## config.mk

```make
export PLATFORM = sky130hd
export DESIGN_NAME = dac_spi_frame_rx_flat
export DESIGN_NICKNAME = d
export VERILOG_FILES = /design/src/rtl/dac_spi_frame_rx_if.sv /design/src/rtl/dac_spi_frame_rx.sv /design/src/flat_wrapper.sv
export SDC_FILE = /design/constraint.sdc
export NUM_CORES = 1
export LEC_CHECK = 0
export ABC_AREA = 1
export CORE_ASPECT_RATIO = 0.9
export CORE_MARGIN = 2
export CORE_UTILIZATION = 30
export DETAILED_ROUTE_END_ITERATION = 10
export DONT_BUFFER_PORTS = 1
export GPL_TIMING_DRIVEN = 0
export HOLD_SLACK_MARGIN = 0.06
export PLACE_DENSITY = 0.47
export REMOVE_ABC_BUFFERS = 1
export SYNTH_ARGS = -nofsm -noshare
export SYNTH_HDL_FRONTEND = slang
export SYNTH_SLANG_ARGS = --single-unit
export TNS_END_PERCENT = 1
```

## constraint.sdc

```tcl
create_clock -name clk_i -period 3.24 [get_ports clk_i]
set_clock_uncertainty 0.15 [all_clocks]
set_input_delay 0 -clock clk_i [delete_from_list [all_inputs] [get_ports clk_i]]
set_output_delay 0 -clock clk_i [all_outputs]
set_load 0.02 [all_outputs]
```

## src/rtl/dac_spi_frame_rx_if.sv

```systemverilog
// dac_spi_frame_rx_if: SPI line inputs plus frame handshake and status for the DAC link receiver.
interface dac_spi_frame_rx_if #(
   parameter int FrameBits = 24
);
   logic                 dac_sclk_i;
   logic                 dac_mosi_i;
   logic                 dac_sync_ni;
   logic                 frame_ready_i;
   logic                 clear_i;
   logic [FrameBits-1:0] frame_data_o;
   logic                 frame_valid_o;
   logic                 short_err_o;
   logic                 long_err_o;
   logic                 overrun_o;
   logic                 busy_o;
   modport slave (
      input  dac_sclk_i, dac_mosi_i, dac_sync_ni, frame_ready_i, clear_i,
      output frame_data_o, frame_valid_o, short_err_o, long_err_o, overrun_o, busy_o
   );
   modport master (
      output dac_sclk_i, dac_mosi_i, dac_sync_ni, frame_ready_i, clear_i,
      input  frame_data_o, frame_valid_o, short_err_o, long_err_o, overrun_o, busy_o
   );
endinterface

```

## src/rtl/dac_spi_frame_rx.sv

```systemverilog
// dac_spi_frame_rx: oversampling SPI peripheral receiver, sync_n-framed MSB-first words onto valid/ready.
module dac_spi_frame_rx #(
   parameter int FrameBits       = 24,
   parameter bit SampleOnFalling = 1'b1
) (
   input logic                 clk_i,
   input logic                 reset_i,
   dac_spi_frame_rx_if.slave   bus
);
   localparam int CW = $clog2(FrameBits + 2);
   localparam logic [CW-1:0] CntFull = CW'(FrameBits);
   localparam logic [CW-1:0] CntSat  = CW'(FrameBits + 1);
   typedef enum logic [1:0] {ARM, IDLE, SHIFT, FEND} state_e;
   state_e               state_q, state_d;
   logic [2:0]           sclk_q, sclk_d, sync_q, sync_d;
   logic [1:0]           mosi_q, mosi_d;
   logic [CW-1:0]        cnt_q, cnt_d;
   logic [FrameBits-1:0] shift_q, shift_d, data_q, data_d;
   logic                 valid_q, valid_d, short_q, short_d, long_q, long_d, ovr_q, ovr_d;
   logic                 sclk_edge, sync_fall, sync_rise;
   // [1] is the settled sample, [2] its one-cycle history for edge detection
   assign sclk_edge = SampleOnFalling ? (sclk_q[2] & ~sclk_q[1]) : (~sclk_q[2] & sclk_q[1]);
   assign sync_fall = sync_q[2] & ~sync_q[1];
   assign sync_rise = ~sync_q[2] & sync_q[1];
   always_comb begin
      sclk_d  = {sclk_q[1:0], bus.dac_sclk_i};
      sync_d  = {sync_q[1:0], bus.dac_sync_ni};
      mosi_d  = {mosi_q[0], bus.dac_mosi_i};
      state_d = state_q;
      cnt_d   = cnt_q;
      shift_d = shift_q;
      data_d  = data_q;
      valid_d = valid_q & ~bus.frame_ready_i;
      short_d = 1'b0;
      long_d  = 1'b0;
      ovr_d   = ovr_q & ~bus.clear_i;
      case (state_q)
         ARM:   state_d = sync_q[1] ? IDLE : ARM;
         IDLE: begin
            if (sync_fall) begin
               state_d = SHIFT;
               cnt_d   = '0;
               shift_d = '0;
            end
         end
         SHIFT: begin
            if (sync_rise) begin
               state_d = FEND;
            end else if (sclk_edge && cnt_q != CntSat) begin
               shift_d = {shift_q[FrameBits-2:0], mosi_q[1]};
               cnt_d   = cnt_q + CW'(1);
            end
         end
         FEND: begin
            state_d = IDLE;
            short_d = cnt_q < CntFull;
            long_d  = cnt_q > CntFull;
            if (cnt_q == CntFull) begin
               if (!valid_q || bus.frame_ready_i) begin
                  data_d  = shift_q;
                  valid_d = 1'b1;
               end else begin
                  ovr_d = 1'b1;
               end
            end
         end
         default: state_d = ARM;
      endcase
   end
   // sync_n history resets low so a frame already open at reset release is never captured
   always_ff @(posedge clk_i) begin
      if (!reset_i) begin
         state_q <= ARM;
         sclk_q  <= '0;
         sync_q  <= '0;
         mosi_q  <= '0;
         cnt_q   <= '0;
         shift_q <= '0;
         data_q  <= '0;
         valid_q <= 1'b0;
         short_q <= 1'b0;
         long_q  <= 1'b0;
         ovr_q   <= 1'b0;
      end else begin
         state_q <= state_d;
         sclk_q  <= sclk_d;
         sync_q  <= sync_d;
         mosi_q  <= mosi_d;
         cnt_q   <= cnt_d;
         shift_q <= shift_d;
         data_q  <= data_d;
         valid_q <= valid_d;
         short_q <= short_d;
         long_q  <= long_d;
         ovr_q   <= ovr_d;
      end
   end
   assign bus.frame_data_o  = data_q;
   assign bus.frame_valid_o = valid_q;
   assign bus.short_err_o   = short_q;
   assign bus.long_err_o    = long_q;
   assign bus.overrun_o     = ovr_q;
   assign bus.busy_o        = state_q == SHIFT;
endmodule

```

## src/flat_wrapper.sv

```systemverilog
// flat-port wrapper written by rule: the top's interface ports become plain ports
module dac_spi_frame_rx_flat 
#(
   parameter int FrameBits       = 24,
   parameter bit SampleOnFalling = 1'b1
)
  (clk_i, reset_i, bus_dac_sclk_i, bus_dac_mosi_i, bus_dac_sync_ni, bus_frame_ready_i, bus_clear_i, bus_frame_data_o, bus_frame_valid_o, bus_short_err_o, bus_long_err_o, bus_overrun_o, bus_busy_o);
  dac_spi_frame_rx_if #(.FrameBits(FrameBits)) bus_i ();
  input logic clk_i;
  input logic reset_i;
  input wire logic [$bits(bus_i.dac_sclk_i)-1:0] bus_dac_sclk_i;
  input wire logic [$bits(bus_i.dac_mosi_i)-1:0] bus_dac_mosi_i;
  input wire logic [$bits(bus_i.dac_sync_ni)-1:0] bus_dac_sync_ni;
  input wire logic [$bits(bus_i.frame_ready_i)-1:0] bus_frame_ready_i;
  input wire logic [$bits(bus_i.clear_i)-1:0] bus_clear_i;
  output wire logic [$bits(bus_i.frame_data_o)-1:0] bus_frame_data_o;
  output wire logic [$bits(bus_i.frame_valid_o)-1:0] bus_frame_valid_o;
  output wire logic [$bits(bus_i.short_err_o)-1:0] bus_short_err_o;
  output wire logic [$bits(bus_i.long_err_o)-1:0] bus_long_err_o;
  output wire logic [$bits(bus_i.overrun_o)-1:0] bus_overrun_o;
  output wire logic [$bits(bus_i.busy_o)-1:0] bus_busy_o;
  assign bus_i.dac_sclk_i = bus_dac_sclk_i;
  assign bus_i.dac_mosi_i = bus_dac_mosi_i;
  assign bus_i.dac_sync_ni = bus_dac_sync_ni;
  assign bus_i.frame_ready_i = bus_frame_ready_i;
  assign bus_i.clear_i = bus_clear_i;
  assign bus_frame_data_o = bus_i.frame_data_o;
  assign bus_frame_valid_o = bus_i.frame_valid_o;
  assign bus_short_err_o = bus_i.short_err_o;
  assign bus_long_err_o = bus_i.long_err_o;
  assign bus_overrun_o = bus_i.overrun_o;
  assign bus_busy_o = bus_i.busy_o;
  dac_spi_frame_rx #(.FrameBits(FrameBits), .SampleOnFalling(SampleOnFalling)) u_core (.clk_i(clk_i), .reset_i(reset_i), .bus(bus_i));
endmodule
```

==> results of run 1 <==
-- layout make-up --
class | instances | area (um2)
Timing Repair Buffer | 8 | 90.1
Fill cell | 979 | 6030
Inverter | 31 | 116
Sequential cell | 67 | 1340
Tap cell | 122 | 153
Clock inverter | 5 | 53.8
Multi-Input combinational cell | 266 | 1250
Clock buffer | 11 | 131
-- sequential cells by signal, summed over array words and instances (netlist names), 2 cells and up --
| register | count |
|---|---|
| u_core.mosi_q | 2 |
| u_core.shift_q | 24 |
| u_core.state_q | 2 |
| u_core.cnt_q | 5 |
| u_core.sync_q | 3 |
| u_core.bus.frame_data_o | 24 |
| u_core.sclk_q | 3 |
-- critical path, stage by stage, from the launching register on --
cell and delay [ns]:
dfxtp_1 0.33, inv_1 0.10, ha_2 0.73, nor2_1 0.25, a21oi_4 0.66, nand2_1 0.33, nand2_1 0.14, a21oi_1 0.07
-- cells by family after synthesis --
logic type / share of synthesized area
and+or+nand+nor: 0.291
AOI/OAI and AO/OA: 0.114
DFF: 0.472
adders and majority gates: 0.0308
buffers and inverters: 0.0919
-- synthesized netlist by cell type, drive strengths merged --
cell type  count
nand2        103
dfxtp         67
a21oi         56
nand3         56
nor2          32
inv           31
buf           16
clkbuf        10
ha             7
o21ai          4
nand4          2
nor3           2
and2           1
o21bai         1
o22ai          1
-- cell usage in the layout (no fill, tap or decap), types with 2 or more instances in the layout --
master	instances
nand2_1	101
dfxtp_1	67
nand3_1	56
a21oi_1	55
nor2_1	31
inv_1	30
clkbuf_8	9
dlygate4sd3_1	7
ha_1	6
o21ai_0	4
clkinv_2	3
nand2_2	2
nor3_1	2
nand4_1	2
clkbuf_1	2
-- path summary, 6_finish.rpt --
check,start,end,slack [ns],depth (start not counted)
setup reg to reg,u_core.state_q[0],u_core.cnt_q[1],0.29,7
hold reg to reg,u_core.mosi_q[0],u_core.mosi_q[1],0.26,2
hold / removal,bus_dac_sclk_i,u_core.sclk_q[0],0.15,3
setup / recovery,u_core.state_q[0],u_core.cnt_q[1],0.29,7
-- per-layer routing --
| metal | track usage | vias up | part of all wire |
|---|---|---|---|
| met4 | 0.0747 | 0 | 0.022 |
| li1 | - | 1245 | - |
| met1 | 0.160 | 1063 | 0.47 |
| met5 | 0 | - | 0 |
| met2 | 0.229 | 36 | 0.46 |
| met3 | 0.0376 | 10 | 0.045 |
-- metrics by stage --
| stage | util | area, um2 | cells | hold WS, ns | setup TNS, ns |
|---|---|---|---|---|---|
| finish | 0.342 | 3140 | 510 | 0.152 | 0 |
| global placement | 0.311 | 2850 | 485 | -0.0511 | -9.27 |
| floorplan | - | 2700 | 363 | -0.0565 | 0 |
| detailed placement | 0.311 | 2850 | 485 | -0.0502 | -0.470 |
| global route | 0.342 | 3140 | 510 | 0.153 | 0 |
| CTS | 0.342 | 3140 | 510 | 0.122 | 0 |
-- power by group through the flow --
stage	Sequential, mW	Combinational [mW]	Clock (mW)
global route	1.11	0.851	0.730
global placement	1.10	0.688	0
CTS	1.09	0.745	0.695
finish	1.09	0.733	0.675
floorplan	1.08	0.564	0
detailed placement	1.11	0.699	0
-- timing repair --
item / in CTS / in global routing
gates resized for setup: 0 / 0
setup buffers: 0 / 0
hold buffers: 8 / 0
endpoints found under the hold margin: 36 / 0
setup endpoints to repair: 6 / 0
==> impl_metrics.csv, run 1 <==
group,metric,value,unit
critical_path,path_class,"reg2reg",
synthesis,ys_ff_latch,67,
power,swShare,0.367,
drt,drtAntennaViolNets,0,
drt,vias_per_cell,4.62,
run_status,status,"complete, no violations",
global_route,grt_max_degree,53,
critical_path,crit_fanout,33,
power,p_comb_frac,0.293,
final_layout,final_nets,397,
drt,wl,6570,um
synthesis,synthCells,389,
drt,drc,0,
power,p_leak,1.21,nW
sta,slew_headroom,0.183,
sta,hold_viol,0,
placement,hpwl,3400,um
clock_tree,max-clock-path-buffers,2,
worst_hold_path,min_path_type,"in2reg",
floorplan,pin_count,36,
clock_tree,cts_buffers,9,
global_route,gr-usage-all-layers,0.137,
clock_tree,clock-sinks,67,
power,seq_power_share,0.436,
synthesis,yosysTopAreaCell,"dfxtp_1",
final_layout,antennaDiodeCount,0,
synthesis,synth-seq-area-share,0.472,
global_route,grt_pass1_vias,2174,
drt,drtPass1Iterations,5,
clock_tree,htreeDepth,3,
floorplan,fp-row-count,33,
power,ir_drop,0.000241,V
placement,dp_slack,-0.0929,ns
critical_path,arrival,2.98,ns
clock_tree,path_clk_slew,0.07,ns
job,cap_violations,0,
placement,finalWeightedCongestion,0.722,
placement,io_buffers,0,
power,p_switching,0.917,mW
sta,rsz0062_at_grt,"false",
critical_path,end_kind,"flip-flop",
floorplan,start_util,0.310,
critical_path,crit_required,3.26,ns
synthesis,yosysWarnings,0,
sta,fin_crit,2.95,ns
synthesis,ys_top_cells_by_area,"dfxtp_1 (47%), nand2_1 (13%), nand3_1 (9.9%), a21oi_1 (9.7%), nor2_1 (4.1%)",
floorplan,core_area,9170,um2
synthesis,netlist_area,2840,um2
synthesis,synth_area_per_cell,7.31,um2
final_layout,area_growth,10.3,%
clock_tree,cts_tree,"built",
critical_path,crit_path_start_kind,"flip-flop",
drt,initialDrtViolationCount,135,
clock_tree,cts_root_buf,"clkbuf_8",
drt,vias,2354,
power,pwr-share-clk,0.270,
final_layout,drive_gt1_frac,0.0567,
global_route,grt_pass1_wl,10800,um
synthesis,yosys.area.top_type_share,0.472,
floorplan,fp.dieH,96.4,um
sta,finalWorstSetupSlack,0.289,ns
sta,post-route-period-util,0.911,
clock_tree,worstSkewPairLatency,0.34,ns
sta,timing.fmax,339,MHz
power,power_density,796,nW/um2
global_route,antenna_found_initial,0,
drt,wl_per_cell,12.9,um
floorplan,die_w,107,um
power,p_int,1.58,mW
sta,report.final.slew_viol_count,0,
sta,tightest_slew,1.22,ns
sta,setup_viol,0,
synthesis,synth_cell_types,21,
floorplan,die-area,10300,um2
global_route,overflow,0,
power,p_total,2.50,mW
Power figures use the tool's default switching activity.
==> run 2, diff against run 1 <==
--- a/config.mk
+++ b/config.mk
@@ -6,12 +6,10 @@
 export NUM_CORES = 1
 export LEC_CHECK = 0
 export ABC_AREA = 1
-export CORE_ASPECT_RATIO = 0.9
 export CORE_MARGIN = 2
 export CORE_UTILIZATION = 30
 export DETAILED_ROUTE_END_ITERATION = 10
 export DONT_BUFFER_PORTS = 1
-export GPL_TIMING_DRIVEN = 0
 export HOLD_SLACK_MARGIN = 0.06
 export PLACE_DENSITY = 0.47
 export REMOVE_ABC_BUFFERS = 1
==> run 2 against run 1 <==
Compared with the run above:
- maximum frequency grew 34%
- non-clock buffer count grew 5
- sequential share of layout area is 0.24 points lower
- sequential power about the same
- hold slack about the same
- critical path type unchanged
- critical endpoint is now u_core.cnt_q[2]
==> impl_metrics.csv, run 2 (synthesis gave the netlist of run 1 again) <==
group,metric,value,unit
floorplan,core_area,9240,um2
placement,io_buffers,0,
sta,timing.fmax,454,MHz
sta,setup_viol,0,
final_layout,layout_commonest_cell,"nand2_1",
clock_tree,cts_tree,"built",
drt,drtAntennaViolNets,0,
floorplan,fp-row-count,35,
drt,vias,2392,
placement,finalWeightedCongestion,0.716,
clock_tree,cts_root_buf,"clkbuf_8",
drt,vias_per_cell,4.62,
critical_path,crit_fanout,34,
final_layout,antennaDiodeCount,0,
clock_tree,post-cts-setup-buffer-count,0,
floorplan,die_w,101,um
drt,wl,6380,um
sta,fin_crit,2.20,ns
final_layout,mostFrequentLayoutCells,"nand2_1 (101), dfxtp_1 (67), nand3_1 (56)",
global_route,antenna_found_initial,0,
global_route,grt_max_degree,36,
power,power_density,770,nW/um2
sta,slew_headroom,0.350,
sta,post-route-period-util,0.679,
clock_tree,worstSkewPairLatency,0.33,ns
clock_tree,htreeDepth,3,
floorplan,die-area,10300,um2
clock_tree,cts_buffers,9,
final_layout,drive_gt1_frac,0.0617,
critical_path,crit_required,3.34,ns
clock_tree,clock-sinks,67,
sta,hold_viol,0,
global_route,gr-usage-all-layers,0.132,
sta,tightest_slew,0.975,ns
drt,initialDrtViolationCount,111,
power,ir_drop,0.000279,V
clock_tree,path_clk_slew,0.07,ns
final_layout,area_growth,11.0,%
placement,hpwl,3690,um
critical_path,crit_path_start_kind,"flip-flop",
floorplan,pin_count,36,
run_status,status,"complete, no violations",
job,cap_violations,0,
critical_path,path_class,"reg2reg",
sta,tns,0,ns
worst_hold_path,min_path_type,"in2reg",
final_layout,fillers,1003,
floorplan,start_util,0.308,
power,p_leak,1.23,nW
floorplan,fp.dieH,101,um
clock_tree,max-clock-path-buffers,2,
final_layout,final_nets,401,
sta,rsz0062_at_grt,"false",
power,p_total,2.43,mW
critical_path,end_kind,"flip-flop",
sta,report.final.slew_viol_count,0,
global_route,grt_pass1_wl,10500,um
drt,drc,0,
global_route,overflow,0,
drt,wl_per_cell,12.3,um
drt,drtPass1Iterations,4,
global_route,grt_pass1_vias,2109,
critical_path,arrival,2.30,ns
==> run 2: cell count changes in the layout (fill, tap and decap cells not counted), sizes merged <==
cell      delta
buf          +5
clkinv       -2
a21oi        -1
bufinv       -1
clkbuf       -1
clkinvlp     +1
==> run 2: through the flow <==
step / cell area (um2) / worst slack (ns) / utilization / instances / hold slack (ns)
after floorplan: 2700 / 0.433 / - / 363 / -0.0565
after global placement: 2910 / 1.07 / 0.315 / 497 / -0.0494
after detailed placement: 2910 / 1.04 / 0.315 / 497 / -0.0459
after CTS: 3160 / 1.00 / 0.342 / 518 / 0.133
after global routing: 3160 / 0.804 / 0.342 / 518 / 0.147
final: 3160 / 1.04 / 0.342 / 518 / 0.153
==> run 2: final timing paths <==
check	startpoint	endpoint	depth (start not counted)	slack [ns]
worst max-delay path	u_core.state_q[0]	u_core.cnt_q[2]	7	1.04
worst min-delay path	bus_dac_sclk_i	u_core.sclk_q[0]	3	0.15
worst max register to register	u_core.state_q[0]	u_core.cnt_q[2]	7	1.04
worst min register to register	u_core.mosi_q[0]	u_core.mosi_q[1]	2	0.27
==> run 2: repair_timing <==
| item | CTS | global route |
|---|---|---|
| hold buffers | 8 | 0 |
| resized for setup | 0 | 0 |
| hold endpoints to repair | 61 | 0 |
==> run 2: cell type report <==
class                           instances  area [um2]  share of cell area
Multi-Input combinational cell        265        1240               0.393
Inverter                               31         116              0.0369
Sequential cell                        67        1340               0.425
Clock buffer                           10         138              0.0436
Timing Repair Buffer                   13         140              0.0444
Tap cell                              129         161              0.0511
Clock inverter                          3        17.5             0.00555
==> run 2: power by group <==
| group | leakage (nW) | internal (mW) | switching [mW] |
|---|---|---|---|
| sequential | 0.545 | 0.978 | 0.116 |
| combinational | 0.601 | 0.281 | 0.471 |
| clock | 0.0799 | 0.283 | 0.300 |
| total | 1.23 | 1.54 | 0.886 |
==> run 2: layer usage <==
metal | GRT usage | vias up | part of all wire
li1 | - | 1249 | -
met2 | 0.202 | 41 | 0.46
met4 | 0.0655 | 0 | 0.018
met1 | 0.172 | 1093 | 0.48
met3 | 0.0345 | 9 | 0.041
met5 | 0 | - | 0
==> run 2: critical path, stage by stage, from the launching register on <==
cell,delay [ns]
dfxtp_1,0.33
inv_1,0.10
ha_1,0.38
nor2_1,0.13
a21oi_4,0.49
buf_12,0.27
nand3_1,0.10
a21oi_1,0.16
==> run 3, diff against run 2 <==
--- a/config.mk
+++ b/config.mk
@@ -11,7 +11,7 @@
 export DETAILED_ROUTE_END_ITERATION = 10
 export DONT_BUFFER_PORTS = 1
 export HOLD_SLACK_MARGIN = 0.06
-export PLACE_DENSITY = 0.47
+export PLACE_DENSITY = 0.48
 export REMOVE_ABC_BUFFERS = 1
 export SYNTH_ARGS = -nofsm -noshare
 export SYNTH_HDL_FRONTEND = slang
==> constraint.sdc (replaced) <==
create_clock -name clk_i -period 1.75 [get_ports clk_i]
set_clock_uncertainty 0.15 [all_clocks]
set_input_delay 0 -clock clk_i [delete_from_list [all_inputs] [get_ports clk_i]]
set_output_delay 0 -clock clk_i [all_outputs]
set_load 0.02 [all_outputs]
==> run 3 against run 2 <==
Compared with the run above:
- clock-buffer cell count grew 1
- combinational power grew 130%
- design area grew 13%
- core utilization grew 4.3 points
- flip-flop and latch count is the same
- non-clock buffer count grew 20
- die area is the same
- critical path depth grew 4
- largest cell class unchanged
- largest power group unchanged
==> impl_metrics.csv, run 3 (synthesis gave the netlist of run 1 again) <==
group,metric,value,unit
final_layout,final_cells,541,
run_status,status,"complete, no violations",
sta,hold_viol,0,
clock_tree,cts_buffers,9,
final_layout,final_nets,421,
sta,rsz0062_at_grt,"true",
clock_tree,cts_root_buf,"clkbuf_8",
floorplan,fp-row-count,35,
drt,initialDrtViolationCount,116,
critical_path,arrival,1.76,ns
power,power_density,1430,nW/um2
drt,drtAntennaViolNets,0,
sta,timing.fmax,591,MHz
final_layout,fillers,992,
critical_path,path_class,"reg2reg",
critical_path,end_kind,"flip-flop",
power,p_leak,1.40,nW
sta,fin_crit,1.69,ns
global_route,grt_max_degree,52,
floorplan,fp.dieH,101,um
global_route,grt_pass1_wl,10800,um
sta,report.final.slew_viol_count,0,
drt,drc,0,
final_layout,layout_commonest_cell,"nand2_1",
clock_tree,path_clk_slew,0.08,ns
drt,wl_per_cell,13.0,um
drt,wl,7060,um
critical_path,crit_family,"simple AND/OR/NAND/NOR gates",
power,ir_drop,0.000632,V
critical_path,crit_required,1.82,ns
critical_path,path_cells,"inv_2 -> ha_2 -> inv_1 -> nor2_2 -> nand2_2 -> nor2_4 -> buf_12 -> nand2_8 -> clkbuf_16 -> nand2_1 -> a21oi_1",
placement,post-place-cells,509,
final_layout,area_growth,24.9,%
clock_tree,cts_tree,"built",
clock_tree,htreeDepth,3,
floorplan,die-area,10300,um2
clock_tree,max-clock-path-buffers,2,
sta,slew_headroom,0.719,
final_layout,drive_gt1_frac,0.150,
critical_path,crit_path_top_delay_cell,"dfxtp_4",
floorplan,pin_count,36,
sta,tightest_slew,0.421,ns
power,p_total,5.09,mW
clock_tree,worstSkewPairLatency,0.33,ns
final_layout,antennaDiodeCount,0,
drt,vias_per_cell,4.59,
job,cap_violations,0,
critical_path,crit_fanout,8,
final_layout,mostFrequentLayoutCells,"nand2_1 (91), dfxtp_1 (65), nand3_1 (56)",
placement,io_buffers,0,
clock_tree,clock-sinks,67,
drt,drtPass1Iterations,4,
global_route,overflow,0,
floorplan,core_area,9240,um2
global_route,antenna_found_initial,0,
sta,post-route-period-util,0.967,
critical_path,crit_path_start_kind,"flip-flop",
global_route,gr-usage-all-layers,0.135,
floorplan,die_w,101,um
worst_hold_path,min_path_type,"in2reg",
sta,setup_viol,0,
global_route,grt_pass1_vias,2238,
placement,finalWeightedCongestion,0.805,
drt,vias,2482,
placement,hpwl,4080,um
floorplan,start_util,0.308,
critical_path,crit_buf_inv,4,
critical_path,slowest_delay,0.36,ns
run 3: cell count changes in the layout (fill, tap and decap cells not counted), sizes merged:
cell / change
buf: +15
bufinv: +1
clkbuf: +5
dlygate4sd3: +1
inv: +1
run 3: cell type report:
cell class                      count  area [um2]  area share
Timing Repair Buffer               33         437       0.123
Sequential cell                    67        1350       0.379
Clock inverter                      5        60.1      0.0169
Tap cell                          129         161      0.0454
Clock buffer                       11         141      0.0398
Multi-Input combinational cell    265        1290       0.363
Inverter                           31         116      0.0328
run 3: routing by layer:
metal | global-route usage | part of all wire | vias to the layer above
met5 | 0 | 0 | -
met4 | 0.0530 | 0.0085 | 0
met3 | 0.0366 | 0.036 | 4
met2 | 0.207 | 0.46 | 50
met1 | 0.180 | 0.50 | 1133
li1 | - | - | 1295
run 3: power by group:
group | internal, mW | switching (mW)
clock network | 0.703 | 0.610
logic | 0.772 | 0.974
registers | 1.81 | 0.220
run 3: stage by stage:
stage          hold slack (ns)  TNS [ns]  utilization  setup WS (ns)  area, um2
6_report                 0.158         0        0.384         0.0581       3550
5_1_grt                  0.144    -0.303        0.384        -0.0293       3550
4_1_cts                  0.131         0        0.361         0.0241       3330
3_5_place_dp           -0.0463   -0.0139        0.327        -0.0101       3030
3_3_place_gp           -0.0518         0        0.327        0.00591       3030
2_1_floorplan          -0.0565    -29.58            -          -1.06       2700
run 3: worst reg2reg max path: cells and delay by family (launching register included):
kind	cells	cell delay, ns
AO/OA/AOI/OAI	1	0.05
adder cells (fa/ha/maj)	1	0.15
buffers and inverters	4	0.42
flip-flops	1	0.36
AND/OR/NAND/NOR	5	0.44
run 3: path summary, 6_finish.rpt:
kind	start	end	slack, ns	cells past startpoint
worst min register to register	u_core.sclk_q[0]	u_core.sclk_q[1]	0.27	2
worst min-delay path	reset_i	u_core.mosi_q[0]	0.16	3
worst max register to register	u_core.cnt_q[0]	u_core.bus.frame_data_o[5]	0.06	11
worst max-delay path	u_core.cnt_q[0]	u_core.bus.frame_data_o[5]	0.06	11
run 3: repair_timing:
action,4_1_cts,5_1_grt
hold buffers,9,0
endpoints found under the setup margin,16,52
pin swaps,1,4
gates cloned,0,4
buffers inserted,0,3
gates resized for setup,2,24
hold endpoints to repair,67,0
